[config.mk]
export PLATFORM = sky130hd
export DESIGN_NAME = light_sequencer
export DESIGN_NICKNAME = d
export VERILOG_FILES = /design/src/rtl/light_sequencer_pkg.sv /design/src/rtl/light_sequencer_phase_countdown.sv /design/src/rtl/light_sequencer.sv
export SDC_FILE = /design/constraint.sdc
export NUM_CORES = 1
export LEC_CHECK = 0
export CAP_MARGIN = 5
export CORE_ASPECT_RATIO = 0.8
export CORE_MARGIN = 2
export CORE_UTILIZATION = 40
export CTS_BUF_LIST = sky130_fd_sc_hd__clkbuf_4 sky130_fd_sc_hd__clkbuf_8
export DETAILED_ROUTE_END_ITERATION = 8
export SYNTH_ARGS = -nofsm -noshare
export SYNTH_HDL_FRONTEND = slang
export SYNTH_SLANG_ARGS = --single-unit
export TNS_END_PERCENT = 1
[constraint.sdc]
create_clock -name clk -period 3.7 [get_ports clk]
set_input_delay 0.555 -clock clk [delete_from_list [all_inputs] [get_ports clk]]
set_output_delay 0.555 -clock clk [all_outputs]
set_load 0.05 [all_outputs]
[src/rtl/light_sequencer_pkg.sv]
// light_sequencer_pkg: state, phase, interval and lamp codes plus output decode.
// Build option: LS_WALK_EN adds the pedestrian S_WALK state.
package light_sequencer_pkg;

  localparam logic [2:0] S_MG1  = 3'd0;
  localparam logic [2:0] S_MG2  = 3'd1;
  localparam logic [2:0] S_MY   = 3'd2;
  localparam logic [2:0] S_SG   = 3'd3;
  localparam logic [2:0] S_SY   = 3'd4;
  localparam logic [2:0] S_WALK = 3'd5;

  localparam logic [1:0] P_SET  = 2'd0;
  localparam logic [1:0] P_WAIT = 2'd1;
  localparam logic [1:0] P_RUN  = 2'd2;

  localparam logic [1:0] IV_TB  = 2'b00;
  localparam logic [1:0] IV_TE  = 2'b01;
  localparam logic [1:0] IV_TY  = 2'b10;
  localparam logic [1:0] IV_2TB = 2'b11;

  localparam logic [2:0] LAMP_R = 3'b100;
  localparam logic [2:0] LAMP_Y = 3'b010;
  localparam logic [2:0] LAMP_G = 3'b001;

  typedef struct packed {
    logic [1:0] iv;
    logic [2:0] main;
    logic [2:0] side;
  } ls_out_t;

  localparam ls_out_t LS_OUT_RST = '{
    iv:   IV_TB,
    main: LAMP_G,
    side: LAMP_R
  };

  // Interval and lamp pattern belonging to a state.
  function automatic ls_out_t ls_decode(
    input logic [2:0] st
  );
    ls_out_t o;
    o = LS_OUT_RST;
    case (st)
      S_MG1: o = '{iv: IV_TB, main: LAMP_G, side: LAMP_R};
      S_MG2: o = '{iv: IV_TE, main: LAMP_G, side: LAMP_R};
      S_MY:  o = '{iv: IV_TY, main: LAMP_Y, side: LAMP_R};
      S_SG:  o = '{iv: IV_TB, main: LAMP_R, side: LAMP_G};
      S_SY:  o = '{iv: IV_TY, main: LAMP_R, side: LAMP_Y};
`ifdef LS_WALK_EN
      S_WALK: o = '{iv: IV_2TB, main: LAMP_R, side: LAMP_R};
`endif
      default: o = LS_OUT_RST;
    endcase
    return o;
  endfunction

  // Encodings outside the built state set are illegal.
  function automatic logic ls_legal(
    input logic [2:0] st
  );
`ifdef LS_WALK_EN
    return st <= S_WALK;
`else
    return st <= S_SY;
`endif
  endfunction

endpackage

[src/rtl/light_sequencer_phase_countdown.sv]
// light_sequencer_phase_countdown: settle wait, duration capture, tick countdown.
// done_o pulses on the tick that ends the phase; the counter rearms itself.
module light_sequencer_phase_countdown
  import light_sequencer_pkg::*;
#(
  parameter int CNT_W      = 4,
  parameter int SETTLE_CYC = 2
) (
  input  logic             clk,
  input  logic             rst_n,
  input  logic             clr_i,
  input  logic             tick_i,
  input  logic [CNT_W-1:0] value_i,
  output logic             done_o
);

  localparam int SW =
    (SETTLE_CYC > 2) ? $clog2(SETTLE_CYC) : 1;
  localparam logic [SW-1:0] SETTLE_LAST =
    SW'(SETTLE_CYC - 2);

  logic [1:0]       phase_q, phase_d;
  logic [CNT_W-1:0] count_q, count_d;
  logic [SW-1:0]    settle_q, settle_d;
  logic             done;

  // Phase sequencing: set -> settle -> capture -> countdown.
  always_comb begin
    phase_d  = phase_q;
    count_d  = count_q;
    settle_d = settle_q;
    done     = 1'b0;
    if (clr_i) begin
      phase_d  = P_SET;
      count_d  = '0;
      settle_d = '0;
    end else begin
      unique case (1'b1)
        (phase_q == P_SET): begin
          phase_d  = P_WAIT;
          settle_d = '0;
        end
        (phase_q == P_WAIT): begin
          if (settle_q == SETTLE_LAST) begin
            phase_d = P_RUN;
            // A zero duration still lasts one tick.
            if (value_i == '0) begin
              count_d = CNT_W'(1);
            end else begin
              count_d = value_i;
            end
          end else begin
            settle_d = settle_q + SW'(1);
          end
        end
        (phase_q == P_RUN): begin
          if (tick_i) begin
            if (count_q <= CNT_W'(1)) begin
              done    = 1'b1;
              phase_d = P_SET;
              count_d = '0;
            end else begin
              count_d = count_q - CNT_W'(1);
            end
          end
        end
        default: begin
          phase_d  = P_SET;
          count_d  = '0;
          settle_d = '0;
        end
      endcase
    end
  end

  // Phase, settle and countdown registers.
  always_ff @(posedge clk or negedge rst_n) begin
    if (!rst_n) begin
      phase_q  <= P_SET;
      count_q  <= '0;
      settle_q <= '0;
    end else begin
      phase_q  <= phase_d;
      count_q  <= count_d;
      settle_q <= settle_d;
    end
  end

  assign done_o = done;

endmodule

[src/rtl/light_sequencer.sv]
// light_sequencer: traffic-light phase FSM with registered lamp/interval outputs.
// Build option: LS_WALK_EN enables the walk request latch and S_WALK phase.
module light_sequencer
  import light_sequencer_pkg::*;
#(
  parameter int CNT_W      = 4,
  parameter int SETTLE_CYC = 2
) (
  input  logic             clk,
  input  logic             rst_n,
  input  logic             tick_1hz,
  input  logic             prog_sync,
  input  logic             sensor,
  input  logic             walk_req,
  input  logic [CNT_W-1:0] value,
  output logic [1:0]       interval,
  output logic [2:0]       main_lights,
  output logic [2:0]       side_lights,
  output logic             walk_lamp
);

  logic [2:0] state_q, state_d;
  logic       sens_q, sens_d;
  ls_out_t    out_q, out_d;
  logic       legal;
  logic       clr;
  logic       done;

`ifdef LS_WALK_EN
  logic walk_q, walk_d;
  logic wlamp_q, wlamp_d;
`endif

  // Restart or bad encoding pulls everything back to S_MG1/P_SET.
  assign legal = ls_legal(state_q);
  assign clr   = prog_sync | ~legal;

  light_sequencer_phase_countdown #(
    .CNT_W      (CNT_W),
    .SETTLE_CYC (SETTLE_CYC)
  ) u_cnt (
    .clk     (clk),
    .rst_n   (rst_n),
    .clr_i   (clr),
    .tick_i  (tick_1hz),
    .value_i (value),
    .done_o  (done)
  );

  // Next state, request latches and the outputs of the next state.
  always_comb begin
    state_d = state_q;
    sens_d  = sens_q;
`ifdef LS_WALK_EN
    walk_d  = walk_q;
`endif
    if (clr) begin
      state_d = S_MG1;
      sens_d  = 1'b0;
`ifdef LS_WALK_EN
      walk_d  = 1'b0;
`endif
    end else begin
      if (state_q == S_MG1 && sensor) begin
        sens_d = 1'b1;
      end
`ifdef LS_WALK_EN
      if (state_q != S_WALK && walk_req) begin
        walk_d = 1'b1;
      end
`endif
      if (done) begin
        case (state_q)
          S_MG1:  state_d = sens_q ? S_MG2 : S_MY;
          S_MG2:  state_d = S_MY;
`ifdef LS_WALK_EN
          S_MY:   state_d = walk_q ? S_WALK : S_SG;
          S_WALK: state_d = S_SG;
`else
          S_MY:   state_d = S_SG;
`endif
          S_SG:   state_d = S_SY;
          S_SY:   state_d = S_MG1;
          default: state_d = S_MG1;
        endcase
        // Sensor only extends the green it was seen in.
        if (state_q == S_MG1) begin
          sens_d = 1'b0;
        end
`ifdef LS_WALK_EN
        if (state_d == S_WALK) begin
          walk_d = 1'b0;
        end
`endif
      end
    end
    out_d = ls_decode(state_d);
`ifdef LS_WALK_EN
    wlamp_d = (state_d == S_WALK);
`endif
  end

  // State, sensor latch and output registers.
  always_ff @(posedge clk or negedge rst_n) begin
    if (!rst_n) begin
      state_q <= S_MG1;
      sens_q  <= 1'b0;
      out_q   <= LS_OUT_RST;
    end else begin
      state_q <= state_d;
      sens_q  <= sens_d;
      out_q   <= out_d;
    end
  end

`ifdef LS_WALK_EN
  // Walk request latch and walk lamp register.
  always_ff @(posedge clk or negedge rst_n) begin
    if (!rst_n) begin
      walk_q  <= 1'b0;
      wlamp_q <= 1'b0;
    end else begin
      walk_q  <= walk_d;
      wlamp_q <= wlamp_d;
    end
  end

  assign walk_lamp = wlamp_q;
`else
  logic unused_walk_req;
  assign unused_walk_req = walk_req;
  assign walk_lamp       = 1'b0;
`endif

  assign interval    = out_q.iv;
  assign main_lights = out_q.main;
  assign side_lights = out_q.side;

endmodule

==> results of run 1 <==
## Yosys cell counts (all sizes together), types with 2 or more instances
library cell and instances:
xnor2 2, buf 3, a32o 3, nor2 5, inv 6, nand2 10
a21o 2, mux2i 2, clkbuf 5, nand3 3, nor3 7, dfrtp 16
dfstp 2, ha 6, o21ai 5, or2 2, or3 3, a21oi 7
## where the power goes
part	internal, mW	switching [mW]	leakage [nW]	total [mW]
clock network	0.0600	0.0588	0.0210	0.119
registers	0.204	0.00857	0.241	0.213
logic	0.0359	0.0508	0.283	0.0866
## cell type report
type                    count  area [um^2]
inverters                   6         22.5
multi-input cells          78          533
repair buffers             16          160
well taps                  36         45.0
flip-flops and latches     18          453
fillers                   247         1230
clock buffers               4         36.3
## metal layers
metal,GRT usage,wire (um),vias up
met5,0,0,-
met1,0.222,1080,389
met3,0.0472,91,2
met4,0.0213,9,0
li1,-,-,421
met2,0.202,851,14
## state kept, by name (all words and copies together) (netlist names)
register       flops
u_cnt.phase_q      2
u_cnt.count_q      4
main_lights        3
side_lights        3
interval           2
sens_q             1
state_q            3
## cells by family after synthesis
logic type,share of synthesized area
flops,0.428
compound gates,0.197
buf+inv,0.0685
mux,0.0296
xor+xnor,0.0166
simple gates,0.186
other cells,0.00354
fa+ha+maj,0.0709
## how the worst min path moves through the flow
| stage | end | depth (start not counted) | startpoint |
|---|---|---|---|
| after global routing | u_cnt.phase_q[0] | 2 | u_cnt.phase_q[0] |
| after CTS | u_cnt.phase_q[0] | 2 | u_cnt.phase_q[0] |
| final | u_cnt.phase_q[0] | 2 | u_cnt.phase_q[0] |
| after floorplan | interval[0] | 0 | rst_n |
| after detailed placement | u_cnt.phase_q[0] | 2 | u_cnt.phase_q[0] |
| after global placement | u_cnt.phase_q[1] | 2 | u_cnt.phase_q[1] |
## worst register-to-register path, delay by kind of cell, from the launching register on
kind | cells | cell delay, ns
AND/OR/NAND/NOR | 3 | 1.08
flip-flops | 1 | 0.41
adder cells (fa/ha/maj) | 1 | 0.32
AO/OA/AOI/OAI | 1 | 0.15
buffers and inverters | 1 | 0.11
## layout by cell type (no fill, tap or decap), types with 2 or more instances in the layout
master            n
or2_2             2
nor3_1            7
o21ai_0           5
clkbuf_4          3
a21o_1            2
dfstp_2           2
inv_1             6
or3_1             2
nand3_1           3
dfrtp_1          16
ha_1              6
xnor2_1           2
a32o_1            3
a21oi_1           7
mux2i_1           2
nor2_1            5
nand2_1          10
clkdlybuf4s50_1  16
==> results.yml, run 1 <==
status:
  status: "complete, no violations"
cts:
  post-cts-setup-buffer-count: 0
  clk_path_buf_depth: 2
  h-tree-depth: 1
  cts_buffers: 3
  cts_tree: "done"
  cts-resized-gates: 0
  cts_hold_buf: 0
  cts_root_buf: "clkbuf_4"
  cts.sinks: 18
  path_clk_slew_ns: 0.10
  clkLatencyLatePin_ns: 0.29
pwr:
  irDropWorstVdd_mv: 0.204
  powerDensity_nw_per_um2: 335
  leakage_nw: 0.545
  power_uw: 418
sta:
  worst_pin_slew_ns: 0.947
  fin_crit_sh: 0.585
  drv_slew: 0
  slew_headroom: 0.369
  fmax_mhz: 462
  final_hold_viol_count: 0
  fin_tns_setup_ns: 0
  whs_ns: 0.560
  fin_crit_ns: 2.17
  setup_ws_ns: 1.53
  rsz0062_at_grt: "false"
  clock_skew_ns: 0.00240
  finalSetupViolations: 0
critical_path:
  crit_fanout: 1
  max_stage_delay_ns: 0.79
  slowest_stage: "clkdlybuf4s50_1"
  cpLargestDelayFamily: "buffers and inverters"
  worstPathRequired_ns: 3.14
  r2r_end: "state_q[0]"
  r2r_slack_ns: 1.56
  crit_cells: 1
  worst-path-buf-inv: 1
  path_cells: "clkdlybuf4s50_1"
  cp-end-kind: "output pin"
  worst-setup-path-type: "flip-flop to output pin"
  crit_arrival_ns: 1.61
  ff2ff_path_depth: 6
  endpoint: "side_lights[2]"
  crit_path_start_kind: "flip-flop"
  crit_start: "side_lights[2]"
  r2r_start: "u_cnt.phase_q[0]"
global_route:
  grt_pass1_vias: 731
  grtUsageTotal: 0.145
  grt_overflow: 0
  antenna_found_initial: 0
  grt_max_degree: 19
  grt_pass1_wl_mm: 3.37
synthesis:
  yosys-top-cells-area: "dfrtp_1, ha_1, dfstp_2"
  synth_nets: 126
  postSynthCellCount: 110
  synth_area_um2: 1060
  ys_seq_area_frac: 0.428
  ys.flop_type: "dfrtp_1"
  synth_largest_area_cell: "dfrtp_1"
  syn_area_per_cell_um2: 9.62
  yosys_warnings: 0
  synth_cell_type_count: 42
  ys_ff_latch: 18
  synth_top_area_frac: 0.378
  synth_edf_count: 0
  async_flop_share: 1.00
layout:
  n_antenna_cell: 0
  fin_nets: 139
  drive_above_1_share: 0.107
  syn_to_final_growth_pct: 18.1
  final_area_um2: 1250
  final_cells: 158
  fin_util: 0.504
floorplanning:
  io_pins: 19
  dieWidth_um: 61.5
  core_um2: 2480
  num_rows: 16
  dieArea_um2: 3080
  initial_utilization: 0.426
  die_height_um: 50.0
place:
  pre_cts_ws_ns: 1.35
  port_buffers: 16
  place_area_um2: 1210
  dpl.cell_count: 154
  dp_hpwl_mm: 1.48
  gp_congestion: 0.759
route:
  post_drt_via_cell_ratio: 5.23
  first_iter_violations: 38
  ant_nets: 0
  dr.pass1.iters: 4
  num_vias: 826
  wirelength_mm: 2.03
  drc: 0
  wire_per_inst_um: 12.9
job:
  max_cap_viol_count: 0
worst_hold_path:
  hp-class: "flip-flop to flip-flop"
Note: power is estimated with default switching activity, not from simulation.
==> run 2, diff against run 1 <==
Settings changed: PLACE_DENSITY set to 0.66.
Clock period 3.7 ns to 1.77 ns, I/O delays scaled along.
==> results.yml, run 2 (same netlist as run 1, synthesis figures left out) <==
pwr:
  leakage_nw: 0.663
  powerDensity_nw_per_um2: 631
  combinationalPowerShare: 0.270
  p_clk_frac: 0.262
  netSwitchingFraction: 0.285
  seq_power_share: 0.468
  irDropWorstVdd_mv: 0.496
  switching_power_uw: 268
  p_int_uw: 671
layout:
  largest_reg_flops: 4
  multi_input_area_um2: 612
  fin_nets: 161
  final_common_cell: "buf_4"
  regArea_um2: 453
  n_antenna_cell: 0
  syn_to_final_growth_pct: 40.7
  final_cells: 180
  final_cell_mix: "buf_4, dfrtp_1, clkdlybuf4s50_1"
  final_area_um2: 1490
  drive_above_1_share: 0.368
  fin_util: 0.600
  fillers: 232
  regMostFlops: "u_cnt.count_q"
sta:
  fin_crit_ns: 1.81
  final_hold_viol_count: 0
  rsz0062_at_grt: "true"
  slew_headroom: 0.669
  worst_pin_slew_ns: 0.495
  setup_ws_ns: -0.0394
  drv_slew: 0
  fin_crit_sh: 1.02
  fin_tns_setup_ns: -0.117
  finalSetupViolations: 6
  clock_skew_ns: 0.00640
  fmax_mhz: 553
cts:
  cts_hold_buf: 0
  cts.sinks: 18
  cts_tree: "done"
  clkLatencyLatePin_ns: 0.29
  cts_buffers: 3
  h-tree-depth: 1
  cts_root_buf: "clkbuf_4"
  path_clk_slew_ns: 0.10
  clk_path_buf_depth: 2
critical_path:
  crit_path_start_kind: "flip-flop"
  crit_arrival_ns: 2.00
  crit_fanout: 7
  ff2ff_path_depth: 6
  cp-end-kind: "flip-flop"
  r2r_slack_ns: -0.04
  worstPathRequired_ns: 1.96
  worst-setup-path-type: "flip-flop to flip-flop"
  r2r_end: "main_lights[2]"
  r2r_start: "u_cnt.count_q[0]"
route:
  wire_per_inst_um: 13.3
  post_drt_via_cell_ratio: 5.24
  wirelength_mm: 2.40
  dr.pass1.iters: 5
  first_iter_violations: 18
  num_vias: 944
  ant_nets: 0
  drc: 0
floorplanning:
  dieWidth_um: 61.5
  initial_utilization: 0.426
  num_rows: 16
  die_height_um: 50.0
  io_pins: 19
  core_um2: 2480
  dieArea_um2: 3080
worst_hold_path:
  hp-class: "primary input to async pin"
global_route:
  grt_pass1_wl_mm: 3.85
  grtUsageTotal: 0.164
  grt_overflow: 0
  grt_pass1_vias: 896
  grt_max_degree: 19
  antenna_found_initial: 0
place:
  port_buffers: 16
  place_area_um2: 1350
  dpl.cell_count: 173
  dp_hpwl_mm: 1.70
  gp_congestion: 0.842
  pre_cts_ws_ns: -0.175
status:
  status: "complete, but fails checks"
  violations: "negative setup slack"
job:
  max_cap_viol_count: 0
-- run 2: cell count changes in the layout (fill, tap and decap cells not counted), moves of 2 or more --
cell	previous run	this run
buf_4	0	24
a21oi_1	7	3
ha_4	0	2
nor2_1	5	3
or3_1	2	0
or3_4	0	3
nor2_4	0	2
ha_1	6	3
a21oi_2	0	4
inv_1	6	3
clkdlybuf4s50_1	16	14
inv_2	0	3
-- run 2: power groups by stage --
stage / clock [mW] / combinational [mW] / sequential, mW
final: 0.246 / 0.254 / 0.439
after global routing: 0.277 / 0.281 / 0.440
after CTS: 0.255 / 0.235 / 0.437
after detailed placement: 0 / 0.225 / 0.445
after global placement: 0 / 0.223 / 0.445
after floorplan: 0 / 0.124 / 0.459
-- run 2: worst max-delay path, cell delays in order (launching register included) --
cell and delay [ns]:
dfrtp_1 0.44, inv_2 0.08, ha_4 0.14, nor2_4 0.04
or4_4 0.52, and4b_2 0.27, a31o_2 0.22
-- run 2: worst max-delay path by stage --
stage	from	endpoint	slack (ns)	depth (start not counted)
3_3_place_gp	tick_1hz	state_q[0]	-0.16	5
3_5_place_dp	tick_1hz	state_q[0]	-0.18	5
6_report	u_cnt.count_q[0]	main_lights[2]	-0.04	6
5_1_grt	u_cnt.count_q[0]	main_lights[2]	-0.09	6
2_1_floorplan	u_cnt.phase_q[0]	main_lights[1]	-0.1	8
4_1_cts	u_cnt.phase_q[0]	main_lights[0]	-0.01	6
-- run 2: what timing repair did --
action | 4_1_cts | 5_1_grt
hold endpoints to repair | 0 | 0
setup endpoints to repair | 9 | 11
gates resized for setup | 6 | 13
buffers inserted | 1 | 2
pin swaps | 3 | 3
-- run 2: final cells by class --
type / instances / share of cell area
Tap cell: 36 / 0.0303
Inverter: 6 / 0.0151
Multi-Input combinational cell: 78 / 0.411
Timing Repair Buffer: 38 / 0.215
Clock buffer: 4 / 0.0244
Sequential cell: 18 / 0.304
-- run 2: per-layer routing --
layer	routed length [um]	global-route usage	vias to the layer above	part of all wire
met3	39	0.0394	2	0.016
li1	-	-	462	-
met4	12	0.0319	0	0.0050
met1	1170	0.227	469	0.49
met2	1180	0.260	11	0.49
met5	0	0	-	0
-- run 2: through the flow --
stage | hold WS (ns) | power (mW)
6_report | 0.284 | 0.939
5_1_grt | 0.323 | 0.998
4_1_cts | 0.284 | 0.927
3_5_place_dp | 0.547 | 0.671
3_3_place_gp | 0.527 | 0.667
2_1_floorplan | -0.0301 | 0.583
